[src/rtl/cpu_pkg.sv]
// Shared widths and phase encodings for the 4-bit CPU datapath.
// Every instruction is a fetch phase followed by an execute phase.
package cpu_pkg;
    localparam int PC_W   = 12;
    localparam int BYTE_W = 8;
    localparam int NIB_W  = BYTE_W / 2;

    localparam logic PHASE_FETCH = 1'b0;
    localparam logic PHASE_EXEC  = 1'b1;
endpackage

[src/rtl/fetch_unit_if.sv]
// Fetch <-> Decode/ROM/ALU signal bundle; master drives Decode/ALU/ROM inputs,
// slave is the fetch unit.
interface fetch_unit_if;
    import cpu_pkg::*;

    logic              enable;
    logic [BYTE_W-1:0] program_byte;
    logic              incPC;
    logic              loadPC;
    logic              loadFlags;
    logic              alu_C;
    logic              alu_Ze;

    logic [PC_W-1:0]   PC;
    logic [NIB_W-1:0]  instr;
    logic [NIB_W-1:0]  oprnd;
    logic [PC_W-1:0]   address;
    logic              phase;
    logic              C;
    logic              Ze;

    modport master (
        output enable, program_byte, incPC, loadPC, loadFlags, alu_C, alu_Ze,
        input  PC, instr, oprnd, address, phase, C, Ze
    );

    modport slave (
        input  enable, program_byte, incPC, loadPC, loadFlags, alu_C, alu_Ze,
        output PC, instr, oprnd, address, phase, C, Ze
    );
endinterface

[src/rtl/reg_en.sv]
// Enable-gated D register with synchronous active-high clear.
// One cycle latency; holds its value while i_en is low.
module reg_en #(
    parameter int W = 1
) (
    input  logic         clk,
    input  logic         reset,
    input  logic         i_en,
    input  logic [W-1:0] i_d,
    output logic [W-1:0] o_q
);
    logic [W-1:0] r_q;

    always_ff @(posedge clk) begin
        if (reset) begin
            r_q <= '0;
        end else if (i_en) begin
            r_q <= i_d;
        end
    end

    assign o_q = r_q;
endmodule

[src/rtl/fetch_unit.sv]
// Fetch stage: PC, phase toggle, fetch register and C/Ze flags; all state
// updates on clk when enable is high, address is a zero-latency combine.
module fetch_unit
    import cpu_pkg::*;
(
    input  logic         clk,
    input  logic         reset,
    fetch_unit_if.slave  bus
);
    logic [PC_W-1:0]   r_pc;
    logic [PC_W-1:0]   w_pc_next;
    logic              w_phase;
    logic              w_phase_next;
    logic [BYTE_W-1:0] w_fetch;
    logic [1:0]        w_flags;
    logic [PC_W-1:0]   w_address;
    logic              w_fetch_en;
    logic              w_flags_en;

    // The opcode byte is captured only in fetch; in execute the ROM output
    // is the operand byte, which must not overwrite the opcode.
    assign w_phase_next = ~w_phase;
    assign w_fetch_en   = bus.enable && (w_phase == PHASE_FETCH);
    assign w_flags_en   = bus.enable && bus.loadFlags && (w_phase == PHASE_EXEC);
    assign w_address    = {w_fetch[NIB_W-1:0], bus.program_byte};

    reg_en #(.W(1)) u_phase (
        .clk   (clk),
        .reset (reset),
        .i_en  (bus.enable),
        .i_d   (w_phase_next),
        .o_q   (w_phase)
    );

    reg_en #(.W(BYTE_W)) u_fetch (
        .clk   (clk),
        .reset (reset),
        .i_en  (w_fetch_en),
        .i_d   (bus.program_byte),
        .o_q   (w_fetch)
    );

    reg_en #(.W(2)) u_flags (
        .clk   (clk),
        .reset (reset),
        .i_en  (w_flags_en),
        .i_d   ({bus.alu_C, bus.alu_Ze}),
        .o_q   (w_flags)
    );

    // Load beats increment so a jump that also flags incPC still lands on target.
    always_comb begin
        w_pc_next = r_pc;
        if (bus.loadPC) begin
            w_pc_next = w_address;
        end else if (bus.incPC) begin
            w_pc_next = r_pc + PC_W'(1);
        end
    end

    always_ff @(posedge clk) begin
        if (reset) begin
            r_pc <= '0;
        end else if (bus.enable) begin
            r_pc <= w_pc_next;
        end
    end

    assign bus.PC      = r_pc;
    assign bus.instr   = w_fetch[BYTE_W-1:NIB_W];
    assign bus.oprnd   = w_fetch[NIB_W-1:0];
    assign bus.address = w_address;
    assign bus.phase   = w_phase;
    assign bus.C       = w_flags[1];
    assign bus.Ze      = w_flags[0];
endmodule

[src/flat_wrapper.sv]
// flat-port wrapper written by rule: the top's interface ports become plain ports
module fetch_unit_flat import cpu_pkg::*;
  (clk, reset, bus_enable, bus_program_byte, bus_incPC, bus_loadPC, bus_loadFlags, bus_alu_C, bus_alu_Ze, bus_PC, bus_instr, bus_oprnd, bus_address, bus_phase, bus_C, bus_Ze);
  fetch_unit_if bus_i ();
  input  logic clk;
  input  logic reset;
  input wire logic [$bits(bus_i.enable)-1:0] bus_enable;
  input wire logic [$bits(bus_i.program_byte)-1:0] bus_program_byte;
  input wire logic [$bits(bus_i.incPC)-1:0] bus_incPC;
  input wire logic [$bits(bus_i.loadPC)-1:0] bus_loadPC;
  input wire logic [$bits(bus_i.loadFlags)-1:0] bus_loadFlags;
  input wire logic [$bits(bus_i.alu_C)-1:0] bus_alu_C;
  input wire logic [$bits(bus_i.alu_Ze)-1:0] bus_alu_Ze;
  output wire logic [$bits(bus_i.PC)-1:0] bus_PC;
  output wire logic [$bits(bus_i.instr)-1:0] bus_instr;
  output wire logic [$bits(bus_i.oprnd)-1:0] bus_oprnd;
  output wire logic [$bits(bus_i.address)-1:0] bus_address;
  output wire logic [$bits(bus_i.phase)-1:0] bus_phase;
  output wire logic [$bits(bus_i.C)-1:0] bus_C;
  output wire logic [$bits(bus_i.Ze)-1:0] bus_Ze;
  assign bus_i.enable = bus_enable;
  assign bus_i.program_byte = bus_program_byte;
  assign bus_i.incPC = bus_incPC;
  assign bus_i.loadPC = bus_loadPC;
  assign bus_i.loadFlags = bus_loadFlags;
  assign bus_i.alu_C = bus_alu_C;
  assign bus_i.alu_Ze = bus_alu_Ze;
  assign bus_PC = bus_i.PC;
  assign bus_instr = bus_i.instr;
  assign bus_oprnd = bus_i.oprnd;
  assign bus_address = bus_i.address;
  assign bus_phase = bus_i.phase;
  assign bus_C = bus_i.C;
  assign bus_Ze = bus_i.Ze;
  fetch_unit u_core (.clk(clk), .reset(reset), .bus(bus_i));
endmodule
[config.mk]
export PLATFORM = sky130hd
export DESIGN_NAME = fetch_unit_flat
export DESIGN_NICKNAME = d
export VERILOG_FILES = /design/src/rtl/cpu_pkg.sv /design/src/rtl/fetch_unit_if.sv /design/src/rtl/reg_en.sv /design/src/rtl/fetch_unit.sv /design/src/flat_wrapper.sv
export SDC_FILE = /design/constraint.sdc
export NUM_CORES = 1
export LEC_CHECK = 0
export ABC_AREA = 0
export CAP_MARGIN = 20
export CORE_ASPECT_RATIO = 0.9
export CORE_MARGIN = 5
export CORE_UTILIZATION = 42
export DETAILED_ROUTE_END_ITERATION = 8
export PLACE_DENSITY = 0.8
export SYNTH_ARGS = -nofsm -noshare
export SYNTH_HDL_FRONTEND = slang
export SYNTH_SLANG_ARGS = --single-unit
[constraint.sdc]
create_clock -name clk -period 2.1 [get_ports clk]
set_input_delay 0.42 -clock clk [delete_from_list [all_inputs] [get_ports clk]]
set_output_delay 0.42 -clock clk [all_outputs]
set_load 0.02 [all_outputs]
==> flow_summary.json <==
{
  "floorplan.die.height_um": 61.73,
  "synth.most_common_cell": "sky130_fd_sc_hd__nand2_1",
  "tritoncts.num_buffers": 3,
  "p_leak_uw": 0.0006598,
  "fin_nets": 217,
  "cp_max_fo": 3,
  "path_clk_slew_ns": 0.12,
  "critical_path.max_stage_delay_ns": 0.63,
  "crit_path_start_kind": "primary input",
  "port-buffer-count": 50,
  "synth.top_cell.area_share": 0.3687,
  "final_layout_size_suffix_gt1_frac": 0.1005,
  "path_buf_inv": 2,
  "max_slew_margin": 0.7023,
  "run_status": "finished, final reports clean",
  "ant_nets": 0,
  "synth-edff-count": 0,
  "synth.largest_area_cell": "sky130_fd_sc_hd__dfxtp_1",
  "reg2reg_setup_slack_ns": 0.22,
  "cts_hold_buf": 0,
  "period_share": 0.9498,
  "chip_width_um": 67.48,
  "setup_viol": 0,
  "root_buffer": "sky130_fd_sc_hd__clkbuf_4",
  "path_cells": "clkdlybuf4s50_1, clkdlybuf4s50_1",
  "fin_skew_ns": 0.01954,
  "clock_tree.htree_level_count": 1,
  "grt_first_pass_wirelength_um": 5451,
  "drc_errors": 0,
  "io-pin-count": 51,
  "grt_setup_unrepaired": "no",
  "crit_required_ns": 1.68,
  "maxCapViolations": 0,
  "grt_overflow": 0,
  "synth-async-reset-ratio": 0,
  "top_family_by_delay_on_critical_path": "buffers and inverters",
  "route.final.wire_length_um": 3426,
  "peakVddDrop_v": 0.0002965,
  "area_delta_synth_final_pct": 42.59,
  "vias_in_the_first_global_route": 1224,
  "postCtsSetupBuffers": 0,
  "detail_route.first_pass.iterations": 4,
  "antenna_cells": 0,
  "final_cell_area_um2": 1780,
  "tritoncts": "yes",
  "worst-slew-pin-transition_ns": 0.4419,
  "mean_syn_cell_area_um2": 8.004,
  "synth_seq_cells": 23,
  "synth.distinct_cells": 39,
  "fin_setup_tns_ns": 0,
  "ctsResizeCount": 0,
  "synth_area_um2": 1249,
  "critical_path.most_common_cell": "sky130_fd_sc_hd__clkdlybuf4s50_1",
  "cts.sink_count": 23,
  "first_iter_violations": 124,
  "number_of_antenna_violations_at_the_first_check_in_global_routing": 0,
  "design.core.area_um2": 2793,
  "synth-seq-area-share": 0.3687,
  "synth.area.top_cells": "sky130_fd_sc_hd__dfxtp_1 37%, sky130_fd_sc_hd__buf_4 7.8%, sky130_fd_sc_hd__nand2_1 7.5%",
  "slew_violations": 0,
  "post_drt_wl_per_cell_um": 14.33,
  "critical_path_class": "primary input to output pin",
  "clock_path_buffers": 2,
  "placedInstanceArea_um2": 1754,
  "cellPowerDensity_nw_per_um2": 533.4,
  "num_rows": 18,
  "ys_top_cells_by_count": "25 x sky130_fd_sc_hd__nand2_1, 23 x sky130_fd_sc_hd__dfxtp_1, 16 x sky130_fd_sc_hd__a21oi_1",
  "min_period_ns": 1.995,
  "synth_warnings": 0,
  "pin_count_of_the_biggest_net_entering_global_routing": 23,
  "critical_path_arrival_ns": 1.57,
  "design.die.area_um2": 4165,
  "worst_skew_pair.late_latency_ns": 0.31,
  "via_per_inst": 5.444,
  "hold_violations": 0,
  "worstHoldPathType": "flip-flop to flip-flop",
  "initial_core_util": 0.4471,
  "crit_path_top_delay_cell": "sky130_fd_sc_hd__clkdlybuf4s50_1",
  "max_clock_freq_mhz": 501.3,
  "num_vias": 1301,
  "synth_flop_cell": "sky130_fd_sc_hd__dfxtp_1",
  "synthCells": 156,
  "hpwlAfterDp_um": 2674,
  "finalWeightedCongestion": 0.8002,
  "syn_nets": 173,
  "global_route.usage.total": 0.1692,
  "end_kind": "output pin"
}
[metrics by stage]
step / hold slack, ns / worst slack [ns] / std cells / util / total power (µW)
6_report: 0.4639 / 0.1053 / 239 / 0.6375 / 949.7
5_1_grt: 0.4995 / 0.08859 / 239 / 0.6375 / 995.2
4_1_cts: 0.4706 / 0.1018 / 239 / 0.6375 / 949.7
3_5_place_dp: 0.4536 / 0.1018 / 235 / 0.6281 / 753.4
3_3_place_gp: 0.4436 / 0.1024 / 235 / 0.6281 / 748.6
2_1_floorplan: 0.4928 / 0.2678 / 156 / - / 631.3
[layout make-up]
class / count / area (µm²)
fill: 272 / 1012
multi-input combinational: 108 / 636.9
timing repair buffer: 61 / 595.6
sequential: 23 / 460.4
tap: 40 / 50.05
clock buffer: 4 / 26.28
inverter: 3 / 11.26
[cell usage in the layout (no fill, tap or decap), types with 3 or more instances in the layout]
cell and n:
sky130_fd_sc_hd__nand3_1 6, sky130_fd_sc_hd__nand4_1 3, sky130_fd_sc_hd__clkbuf_4 3, sky130_fd_sc_hd__a21oi_1 16, sky130_fd_sc_hd__a31oi_1 5, sky130_fd_sc_hd__nand2_1 25, sky130_fd_sc_hd__buf_4 10, sky130_fd_sc_hd__or4_1 3
sky130_fd_sc_hd__nor2_1 6, sky130_fd_sc_hd__o21ai_0 5, sky130_fd_sc_hd__nand2b_1 4, sky130_fd_sc_hd__mux2i_1 5, sky130_fd_sc_hd__inv_1 3, sky130_fd_sc_hd__dfxtp_1 23, sky130_fd_sc_hd__clkdlybuf4s50_1 50
[flip-flops by register name (all words and copies together) (netlist names)]
signal / flops
u_core.u_phase.o_q: 1
u_core.bus.PC: 12
u_core.u_fetch.o_q: 8
u_core.u_flags.o_q: 2
[per-layer routing]
layer,global-route usage,vias up,wire length [µm]
li1,-,633,-
met1,0.2091,617,1441
met2,0.3093,49,1763
met3,0.01259,2,192
met4,0.06358,0,27
met5,0,-,0
[report_power, final]
part / internal [µW] / leakage [µW] / total (µW) / switching [µW]
clock network: 73.9 / 0.0000150 / 206 / 132
registers: 459 / 0.000188 / 487 / 28.0
logic: 131 / 0.000457 / 256 / 126
[cells by family after synthesis]
| logic type | count (synthesis) | synth area share |
|---|---|---|
| AOI/OAI and AO/OA | 41 | 0.2094 |
| adders and majority gates | 1 | 0.01002 |
| buffers and inverters | 25 | 0.1212 |
| DFF | 23 | 0.3687 |
| muxes | 5 | 0.04008 |
| and+or+nand+nor | 61 | 0.2505 |
[worst paths after layout]
kind         depth (start not counted)                     to             startpoint
max                                  2         bus_address[0]    bus_program_byte[0]
min reg2reg                          2  u_core.u_fetch.o_q[6]  u_core.u_fetch.o_q[6]
max reg2reg                          5      u_core.bus.PC[10]       u_core.bus.PC[0]
min                                  2  u_core.u_fetch.o_q[6]  u_core.u_fetch.o_q[6]
No activity file was read; power rests on OpenSTA's default activity.
==> edit: new RTL, same settings <==
Make the reset (`reset`) asynchronous in 2 clocked blocks.
--- a/src/rtl/reg_en.sv
+++ b/src/rtl/reg_en.sv
@@ -11,7 +11,7 @@
 );
     logic [W-1:0] r_q;
 
-    always_ff @(posedge clk) begin
+    always_ff @(posedge clk or posedge reset) begin
         if (reset) begin
             r_q <= '0;
         end else if (i_en) begin
--- a/src/rtl/fetch_unit.sv
+++ b/src/rtl/fetch_unit.sv
@@ -58,7 +58,7 @@
         end
     end
 
-    always_ff @(posedge clk) begin
+    always_ff @(posedge clk or posedge reset) begin
         if (reset) begin
             r_pc <= '0;
         end else if (bus.enable) begin
Function: differs if reset is asserted again (counterexample within 4 cycles, from zero or initial values and one cycle with reset high); with reset held inactive, the same outputs for 10 cycles.
==> edit against the original RTL <==
Sequential cell count did not move; area after synthesis rose by 4.3%; wire length fell by 2.1%; cell count fell by 13%; design area rose by 0.21%; setup slack improved by 0.011 ns; global-route usage rose by 0.20 points; largest cell class is now registers.
Power is not compared: it rests on default switching activity, and its combinational part moved more than twofold at a synthesized area within 25%.
==> edit: results (changes against the original RTL) <==
| Metric | Value |
|---|---|
| Routability Congestion | 0.789 (-1.4%) |
| Number of non-clock inverters | 3 (unchanged) |
| Hold Slack | 0.391 ns (-0.0724 ns) |
| Non-Filler Instances | 208 (-13%) |
| Worst reg2reg setup slack | 0.51 ns (+0.29 ns) |
| Global-route total usage across every layer | 17.1% (+0.20 points) |
| Sequential-to-total area share from yosys stat | 44.2% (+7.3 points) |
| Largest net degree at the start of global routing | 20 (-13%) |
| DP HPWL | 2570 µm (-4.0%) |
| Via-per-instance ratio | 5.48 (+0.68%) |
| WL met3 | 226 µm (+18%) |
| Worst vdd ir | 0.709 mV |
| Met1 wire length | 1420 µm (-1.5%) |
| Later-pin clock latency in the skew report | 0.32 ns |
| Mapped Nets | 145 (-16%) |
| Iteration-0 DRC Markers | 14 (-89%) |
| Fraction of area in registers | 32.3% (+6.4 points) |
| Worst Tran Pin Value | 0.460 ns (+0.0185 ns) |
| Outcome | complete, no violations |
| Synth async-reset ratio | 100% (+100 points) |
| #MultiIn Comb | 80 (-26%) |
| Pre-CTS setup slack | 0.116 ns (+0.0146 ns) |
| Post-Place Cells | 204 (-13%) |
| Unique masters post-synth | 31 (-21%) |
| Cells after synthesis | 128 (-18%) |
| First-pass GRT wire length | 5730 µm (+5.2%) |
| Clock-cell share | 1.47% (-0.0031 points) |
| Core area | 3020 µm² (+8.1%) |
| Fraction of area in multi-input gates | 31.4% (-4.4 points) |
| Critical register-to-register path endpoint | u_core.bus.PC[8] |
| Share of cells above drive strength 1 | 12.7% (+2.6 points) |
| Met1 track demand over resource | 21.6% (+0.65 points) |
| Final cycle utilization of the critical path | 94.4% (-0.55 points) |
| Post-synth top area share | 44.2% (+7.3 points) |
| Setup crit end | bus_address[7] |
| Multi-input logic area | 561 µm² (-12%) |
| Critical Path Start | bus_program_byte[7] |
| DR WL met2 | 1650 µm (-6.2%) |
| Top cells by area, synth | dfrtp_1, buf_4, mux2_2 |
| Max incr delay on CP | 0.63 ns (about the same) |
| Clock skew | 0.00487 ns (-0.0147 ns) |
| Non-clk buf share | 31.3% (-2.2 points) |
| Number of non-clock buffers | 56 (-8.2%) |
| Top post-synthesis cells by count | dfrtp_1, buf_4, a21oi_1, mux2_2, nand2_1 |
| Number of global-route vias before repair | 1255 (+2.5%) |
| HP Class | primary input to async pin |
| GR Util met3 | 5.22% (+4.0 points) |
| Number of fill cells | 257 (-5.5%) |
| Worst reg2reg startpoint | u_core.bus.PC[0] |
| Global Route met2 Usage | 27.1% (-3.9 points) |
| Top Metal Used | met4 |
| Leakage | 0.757 nW |
| Total wire length | 3350 µm (-2.1%) |
| Post-layout nets | 184 (-15%) |
| Placed standard-cell area | 1760 µm² (+0.21%) |
-- edit: cell types whose count changed after synthesis, moves of 5 or more --
| cell | delta |
|---|---|
| o22ai_1 | +5 |
| mux2_2 | +10 |
| clkbuf_1 | -6 |
| dfrtp_1 | +23 |
| a21oi_1 | -6 |
| a22o_1 | +5 |
| nand2_1 | -15 |
| dfxtp_1 | -23 |
-- edit: power breakdown --
group	leakage, nW	internal (mW)	switching [mW]
Sequential	0.270	0.598	0.151
Clock	0.0150	0.0744	0.139
Combinational	0.472	0.536	0.492
Total	0.757	1.21	0.782
-- edit: kinds of logic (layout without fill, tap and decap cells) --
| kind of cell | after synthesis | count (layout) | share of synthesized area (%) |
|---|---|---|---|
| adders and majority gates | 1 | 1 | 0.960 |
| AOI/OAI and AO/OA | 33 | 33 | 17.2 |
| muxes | 13 | 13 | 11.0 |
| DFF | 23 | 23 | 44.2 |
| and+or+nand+nor | 32 | 32 | 13.3 |
| buffers and inverters | 25 | 63 | 12.8 |
| xor gates and xnor gates | 1 | 1 | 0.673 |
